$ cat src/rtl/serial_subtractor_nand_pkg.sv
// Shared definitions for the bit-serial NAND subtractor: FSM encoding and default width.
package serial_subtractor_nand_pkg;

  localparam int unsigned DEF_WIDTH = 8;

  typedef enum logic [1:0] {
    S_IDLE = 2'd0,
    S_RUN  = 2'd1,
    S_DONE = 2'd2
  } state_e;

endpackage

$ cat src/rtl/serial_subtractor_nand_if.sv
// Requester/consumer bus of the serial subtractor: operands and start in, result and status out.
interface serial_subtractor_nand_if #(
  parameter int unsigned WIDTH = serial_subtractor_nand_pkg::DEF_WIDTH
);

  logic             start;
  logic [WIDTH-1:0] a;
  logic [WIDTH-1:0] b;
  logic             bin;
  logic             busy;
  logic             done;
  logic [WIDTH-1:0] diff;
  logic             bout;

  modport master (
    output start, a, b, bin,
    input  busy, done, diff, bout
  );

  modport slave (
    input  start, a, b, bin,
    output busy, done, diff, bout
  );

endinterface

$ cat src/rtl/full_subtractor_nand.sv
// One-bit full subtractor x - y - bin built only from 2-input NAND gates.
module full_subtractor_nand (
  input  logic x,
  input  logic y,
  input  logic bin,
  output logic d,
  output logic bout
);

  wire n1, n2, n3, t;
  wire m1, m2, m3;
  wire nx, nt, p, q;

  // t = x ^ y
  nand g_n1 (n1, x, y);
  nand g_n2 (n2, x, n1);
  nand g_n3 (n3, y, n1);
  nand g_t  (t, n2, n3);

  // d = t ^ bin
  nand g_m1 (m1, t, bin);
  nand g_m2 (m2, t, m1);
  nand g_m3 (m3, bin, m1);
  nand g_d  (d, m2, m3);

  // bout = (~x & y) | (~t & bin)
  nand g_nx (nx, x, x);
  nand g_nt (nt, t, t);
  nand g_p  (p, nx, y);
  nand g_q  (q, nt, bin);
  nand g_bo (bout, p, q);

endmodule

$ cat src/rtl/serial_subtractor_nand.sv
// Bit-serial unsigned subtractor: a - b - bin, LSB first, one bit per clock, done pulse on completion.
module serial_subtractor_nand
  import serial_subtractor_nand_pkg::*;
#(
  parameter int unsigned WIDTH = DEF_WIDTH
) (
  input  logic                     clk,
  input  logic                     rst_n,
  serial_subtractor_nand_if.slave  bus
);

  localparam int unsigned CW = $clog2(WIDTH + 1);

  state_e           state, state_d;
  logic [WIDTH-1:0] a_sh, b_sh, d_sh, diff_q;
  logic             brw, bout_q, busy_q, done_q;
  logic [CW-1:0]    cnt;
  logic             load_c, step_c, last_c;
  logic             d_bit, brw_nxt;

  full_subtractor_nand u_fs (
    .x    (a_sh[0]),
    .y    (b_sh[0]),
    .bin  (brw),
    .d    (d_bit),
    .bout (brw_nxt)
  );

  always_ff @(posedge clk or negedge rst_n) begin
    if (!rst_n) state <= S_IDLE;
    else        state <= state_d;
  end

  always_comb begin
    state_d = state;
    load_c  = 1'b0;
    step_c  = 1'b0;
    last_c  = 1'b0;
    case (state)
      S_IDLE: begin
        if (bus.start) begin
          load_c  = 1'b1;
          state_d = S_RUN;
        end
      end
      S_RUN: begin
        step_c = 1'b1;
        if (cnt == CW'(WIDTH - 1)) begin
          last_c  = 1'b1;
          state_d = S_DONE;
        end
      end
      S_DONE:  state_d = S_IDLE;
      default: state_d = S_IDLE;
    endcase
  end

  // Datapath and result registers; diff/bout only update on the final bit.
  always_ff @(posedge clk or negedge rst_n) begin
    if (!rst_n) begin
      a_sh   <= '0;
      b_sh   <= '0;
      d_sh   <= '0;
      brw    <= 1'b0;
      cnt    <= '0;
      diff_q <= '0;
      bout_q <= 1'b0;
      busy_q <= 1'b0;
      done_q <= 1'b0;
    end else begin
      busy_q <= (state_d != S_IDLE);
      done_q <= (state_d == S_DONE);
      if (load_c) begin
        a_sh <= bus.a;
        b_sh <= bus.b;
        d_sh <= '0;
        brw  <= bus.bin;
        cnt  <= '0;
      end
      if (step_c) begin
        a_sh <= a_sh >> 1;
        b_sh <= b_sh >> 1;
        d_sh <= {d_bit, d_sh[WIDTH-1:1]};
        brw  <= brw_nxt;
        cnt  <= cnt + CW'(1);
      end
      if (last_c) begin
        diff_q <= {d_bit, d_sh[WIDTH-1:1]};
        bout_q <= brw_nxt;
      end
    end
  end

  assign bus.busy = busy_q;
  assign bus.done = done_q;
  assign bus.diff = diff_q;
  assign bus.bout = bout_q;

endmodule
$ cat src/flat_wrapper.sv
// flat-port wrapper written by rule: the top's interface ports become plain ports
module serial_subtractor_nand_flat import serial_subtractor_nand_pkg::*;
#(
  parameter int unsigned WIDTH = DEF_WIDTH
)
  (clk, rst_n, bus_start, bus_a, bus_b, bus_bin, bus_busy, bus_done, bus_diff, bus_bout);
  serial_subtractor_nand_if #(.WIDTH(WIDTH)) bus_i ();
  input  logic clk;
  input  logic rst_n;
  input wire logic [$bits(bus_i.start)-1:0] bus_start;
  input wire logic [$bits(bus_i.a)-1:0] bus_a;
  input wire logic [$bits(bus_i.b)-1:0] bus_b;
  input wire logic [$bits(bus_i.bin)-1:0] bus_bin;
  output wire logic [$bits(bus_i.busy)-1:0] bus_busy;
  output wire logic [$bits(bus_i.done)-1:0] bus_done;
  output wire logic [$bits(bus_i.diff)-1:0] bus_diff;
  output wire logic [$bits(bus_i.bout)-1:0] bus_bout;
  assign bus_i.start = bus_start;
  assign bus_i.a = bus_a;
  assign bus_i.b = bus_b;
  assign bus_i.bin = bus_bin;
  assign bus_busy = bus_i.busy;
  assign bus_done = bus_i.done;
  assign bus_diff = bus_i.diff;
  assign bus_bout = bus_i.bout;
  serial_subtractor_nand #(.WIDTH(WIDTH)) u_core (.clk(clk), .rst_n(rst_n), .bus(bus_i));
endmodule
$ cat config.mk
export PLATFORM = sky130hd
export DESIGN_NAME = serial_subtractor_nand_flat
export DESIGN_NICKNAME = d
export VERILOG_FILES = /design/src/rtl/serial_subtractor_nand_pkg.sv /design/src/rtl/serial_subtractor_nand_if.sv /design/src/rtl/full_subtractor_nand.sv /design/src/rtl/serial_subtractor_nand.sv /design/src/flat_wrapper.sv
export SDC_FILE = /design/constraint.sdc
export NUM_CORES = 1
export LEC_CHECK = 0
export CAP_MARGIN = 20
export CORE_MARGIN = 1.5
export CORE_UTILIZATION = 51
export DETAILED_ROUTE_END_ITERATION = 6
export PLACE_DENSITY = 0.8
export SLEW_MARGIN = 10
export SYNTH_ARGS = -nofsm -noshare
export SYNTH_HDL_FRONTEND = slang
export SYNTH_SLANG_ARGS = --single-unit
$ cat constraint.sdc
create_clock -name clk -period 2.1 [get_ports clk]
set_clock_uncertainty 0.05 [all_clocks]
set_input_delay 0.21 -clock clk [delete_from_list [all_inputs] [get_ports clk]]
set_output_delay 0.21 -clock clk [all_outputs]
set_load 0.05 [all_outputs]
==> impl_metrics.py <==
metrics = {
    "die": {
        "io_pins": 31,
        "floorplan.rows": 21,
        "floorplan.die_area_um2": 3850,
        "core_um2": 3340,
        "die_x_um": 62.0,
        "initial_utilization_pct": 53.3,
        "die_y_um": 62.0,
    },
    "sta": {
        "worst-slew-pin-transition_ns": 0.502,
        "hold_violations": 0,
        "setup_repair_after_global_routing_missed_its_margin": "no",
        "final_max_slew_viol_count": 0,
        "slew-limit-headroom_pct": 66.4,
        "fin_tns_setup_ns": 0,
        "fmax_ghz": 0.566,
        "hold_ws_ns": 0.246,
        "timing.final.crit_share_pct": 84.2,
        "timing.final.setup_violations": 0,
        "period_needed_ns": 1.77,
    },
    "placement": {
        "finalWeightedCongestion": 0.785,
        "detailed_place.area_um2": 2160,
        "dp_hpwl_mm": 2.36,
        "placement.io_buffers": 30,
    },
    "clocking": {
        "worst_setup_hold_path_clk_slew_ns": 0.11,
        "ctsRootBufferMaster": "sky130_fd_sc_hd__clkbuf_4",
        "worst_skew_pair.late_latency_ns": 0.34,
        "htreeDepth": 2,
        "cts_buffer_depth": 2,
        "tritoncts": "built",
        "post_cts_resize_count": 0,
        "cts.sinks": 41,
        "cts_made_buffers": 5,
    },
    "setup_path": {
        "biggest_cell_delay_along_the_critical_path_ns": 0.81,
        "worst-r2r-setup-slack_ns": 0.36,
        "r2r-start": "u_core.cnt[0]",
        "worstSetupEndpointType": "output pin",
        "arrival_ns": 1.51,
        "r2r_cells": 4,
        "timing.critical_path.slowest_stage_cell": "sky130_fd_sc_hd__clkdlybuf4s50_1",
        "capture_instance_of_the_worst_register_to_register_path": "u_core.bus.diff[7]",
        "critical_path_depth": 1,
        "cp-startpoint": "u_core.bus.bout",
        "cp.required_ns": 1.84,
        "crit_chain": "clkdlybuf4s50_1",
        "worst_path_dominant_cell_family": "buffers and inverters",
        "timing.critical_path.buf_inv": 1,
        "critical_path.max_fanout": 2,
        "critical_path.endpoint": "bus_bout",
        "critPathLaunchType": "flip-flop",
        "crit_path_class": "reg2out",
    },
    "drt": {
        "routed_via_density": 5.57,
        "route.antenna.remaining_nets": 0,
        "route.detailed.drc": 0,
        "drt_first_pass_iters": 4,
        "routed_wl_mm": 3.36,
        "detailedRoute.firstIterationViolations": 41,
        "vias": 1325,
        "post_drt_wl_per_cell_um": 14.1,
    },
    "yosys": {
        "synth.lib_cells_used.distinct": 28,
        "yosys_register_bits": 41,
        "post_synth_design_cell_area_um2": 1780,
        "synthCells": 154,
        "synth_area_per_cell_um2": 11.5,
        "part_of_the_yosys_area_used_for_sequential_elements_pct": 57.7,
        "yosysWarnings": 0,
        "post_synthesis_net_count": 176,
    },
    "grt": {
        "number_of_global_route_vias_before_repair": 1250,
        "antenna_found_initial": 0,
        "global_route_wire_length_before_repair_mm": 5.59,
        "gr-total-overflow": 0,
        "grt_max_degree": 24,
        "gr-usage-all-layers_pct": 20.2,
    },
    "outcome": {
        "run_status": "finished clean",
    },
    "layout": {
        "final_layout_size_suffix_gt1_share_pct": 14.1,
        "layout.cell_area.non_filler_um2": 2220,
        "synthToLayoutAreaGrowth_pct": 25.1,
        "nNetsFinal": 214,
        "antenna_cells_inserted": 0,
    },
    "power": {
        "irDropWorstVdd_mv": 0.979,
        "static-leakage-power_nw": 0.963,
        "power.total_mw": 2.96,
        "total_power_per_unit_cell_area_nw_per_um2": 1330,
    },
    "run": {
        "drv_cap": 0,
    },
    "min_path": {
        "hold_path.class": "in2async",
    },
}
==> cells in the mapped netlist <==
master	instances	area, µm²
sky130_fd_sc_hd__nand2_2	1	6.26
sky130_fd_sc_hd__nand2b_1	3	18.8
sky130_fd_sc_hd__a22oi_1	13	97.6
sky130_fd_sc_hd__inv_1	4	15.0
sky130_fd_sc_hd__nand2_1	8	30.0
sky130_fd_sc_hd__buf_1	1	3.75
sky130_fd_sc_hd__a2bb2oi_1	3	26.3
sky130_fd_sc_hd__nor3_4	1	16.3
sky130_fd_sc_hd__ha_1	1	12.5
sky130_fd_sc_hd__a21oi_1	12	60.1
sky130_fd_sc_hd__a22o_1	8	70.1
sky130_fd_sc_hd__mux2_2	8	90.1
sky130_fd_sc_hd__a31oi_1	1	6.26
sky130_fd_sc_hd__dfrtp_1	41	1030
sky130_fd_sc_hd__mux2i_1	2	20.0
sky130_fd_sc_hd__o21ai_0	17	85.1
sky130_fd_sc_hd__clkbuf_1	4	15.0
sky130_fd_sc_hd__a41oi_1	1	8.76
sky130_fd_sc_hd__nor2b_1	13	81.3
sky130_fd_sc_hd__fa_1	1	20.0
sky130_fd_sc_hd__a22o_2	1	10.0
sky130_fd_sc_hd__a221o_1	1	10.0
sky130_fd_sc_hd__o21bai_1	1	7.51
sky130_fd_sc_hd__nor2_1	1	3.75
sky130_fd_sc_hd__buf_2	4	20.0
sky130_fd_sc_hd__nand3b_1	1	7.51
sky130_fd_sc_hd__nand3_1	1	5.00
sky130_fd_sc_hd__nor3_1	1	5.00
==> what timing repair did <==
item | in CTS | in global routing
setup buffers | 0 | 0
endpoints found under the setup margin | 0 | 0
hold endpoints to repair | 14 | 0
hold buffers | 1 | 0
==> power by group <==
part | switching [mW] | internal, mW
combinational | 0.714 | 0.570
clock | 0.228 | 0.158
sequential | 0.210 | 1.08
total | 1.15 | 1.81
==> per-layer routing <==
layer	up-vias	share of wire, %	wire (µm)	GRT usage [%]
met4	0	0.83	28	5.47
met1	658	47	1580	27.6
met5	-	0	0	0
met3	6	4.0	134	7.04
li1	637	-	-	-
met2	24	48	1610	31.1
==> cell families (layout without fill, tap and decap cells) <==
family / count (synthesis) / in the layout / share of synthesized area (%)
DFF: 41 / 41 / 57.7
AOI/OAI and AO/OA: 58 / 58 / 21.5
buffers and inverters: 13 / 51 / 3.03
and+or+nand+nor: 30 / 30 / 9.78
adders and majority gates: 2 / 2 / 1.83
muxes: 10 / 10 / 6.19
==> through the flow <==
stage                     worst slack, ns  util (%)  std cells
after floorplan                     0.534         -        154
after global placement              0.426      64.7        230
after detailed placement            0.371      64.7        230
after CTS                           0.302      66.7        238
after global routing                0.262      66.7        238
final                               0.332      66.7        238
==> state kept, by name, summed over array words and instances, names as in the netlist <==
name / cells
u_core.a_sh: 8
u_core.b_sh: 8
u_core.d_sh: 7
u_core.bus.busy: 1
u_core.state: 2
u_core.brw: 1
u_core.bus.done: 1
u_core.cnt: 4
u_core.bus.diff: 8
u_core.bus.bout: 1
==> how the worst min path moves through the flow <==
stage                     depth (start not counted)  slack (ns)        endpoint
after floorplan                                   0       -0.14  u_core.a_sh[0]
after global placement                            1        0.08  u_core.b_sh[4]
after detailed placement                          1        0.09  u_core.b_sh[4]
after CTS                                         2        0.24   u_core.cnt[1]
after global routing                              2        0.26   u_core.cnt[1]
final                                             2        0.25   u_core.cnt[1]
==> cells in the final DEF, fill, tap and decap left out, types with 2 or more instances in the layout <==
| master | synthesis | final |
|---|---|---|
| sky130_fd_sc_hd__buf_4 | 0 | 9 |
| sky130_fd_sc_hd__dfrtp_1 | 41 | 41 |
| sky130_fd_sc_hd__a22o_1 | 8 | 8 |
| sky130_fd_sc_hd__a2bb2oi_1 | 3 | 3 |
| sky130_fd_sc_hd__a21oi_1 | 12 | 12 |
| sky130_fd_sc_hd__o21ai_0 | 17 | 17 |
| sky130_fd_sc_hd__nor2b_1 | 13 | 13 |
| sky130_fd_sc_hd__a22oi_1 | 13 | 13 |
| sky130_fd_sc_hd__clkdlybuf4s50_1 | 0 | 29 |
| sky130_fd_sc_hd__inv_1 | 4 | 4 |
| sky130_fd_sc_hd__mux2_2 | 8 | 8 |
| sky130_fd_sc_hd__clkbuf_4 | 0 | 5 |
| sky130_fd_sc_hd__nand2b_1 | 3 | 3 |
| sky130_fd_sc_hd__mux2i_1 | 2 | 2 |
| sky130_fd_sc_hd__nand2_1 | 8 | 8 |
==> final cells by class <==
| class | count | area (µm²) |
|---|---|---|
| fillers | 263 | 1110 |
| flip-flops and latches | 41 | 1030 |
| multi-input cells | 100 | 698 |
| repair buffers | 40 | 373 |
| well taps | 46 | 57.6 |
| clock buffers | 7 | 55.1 |
| inverters | 4 | 15.0 |
Note: power is estimated with default switching activity, not from simulation.
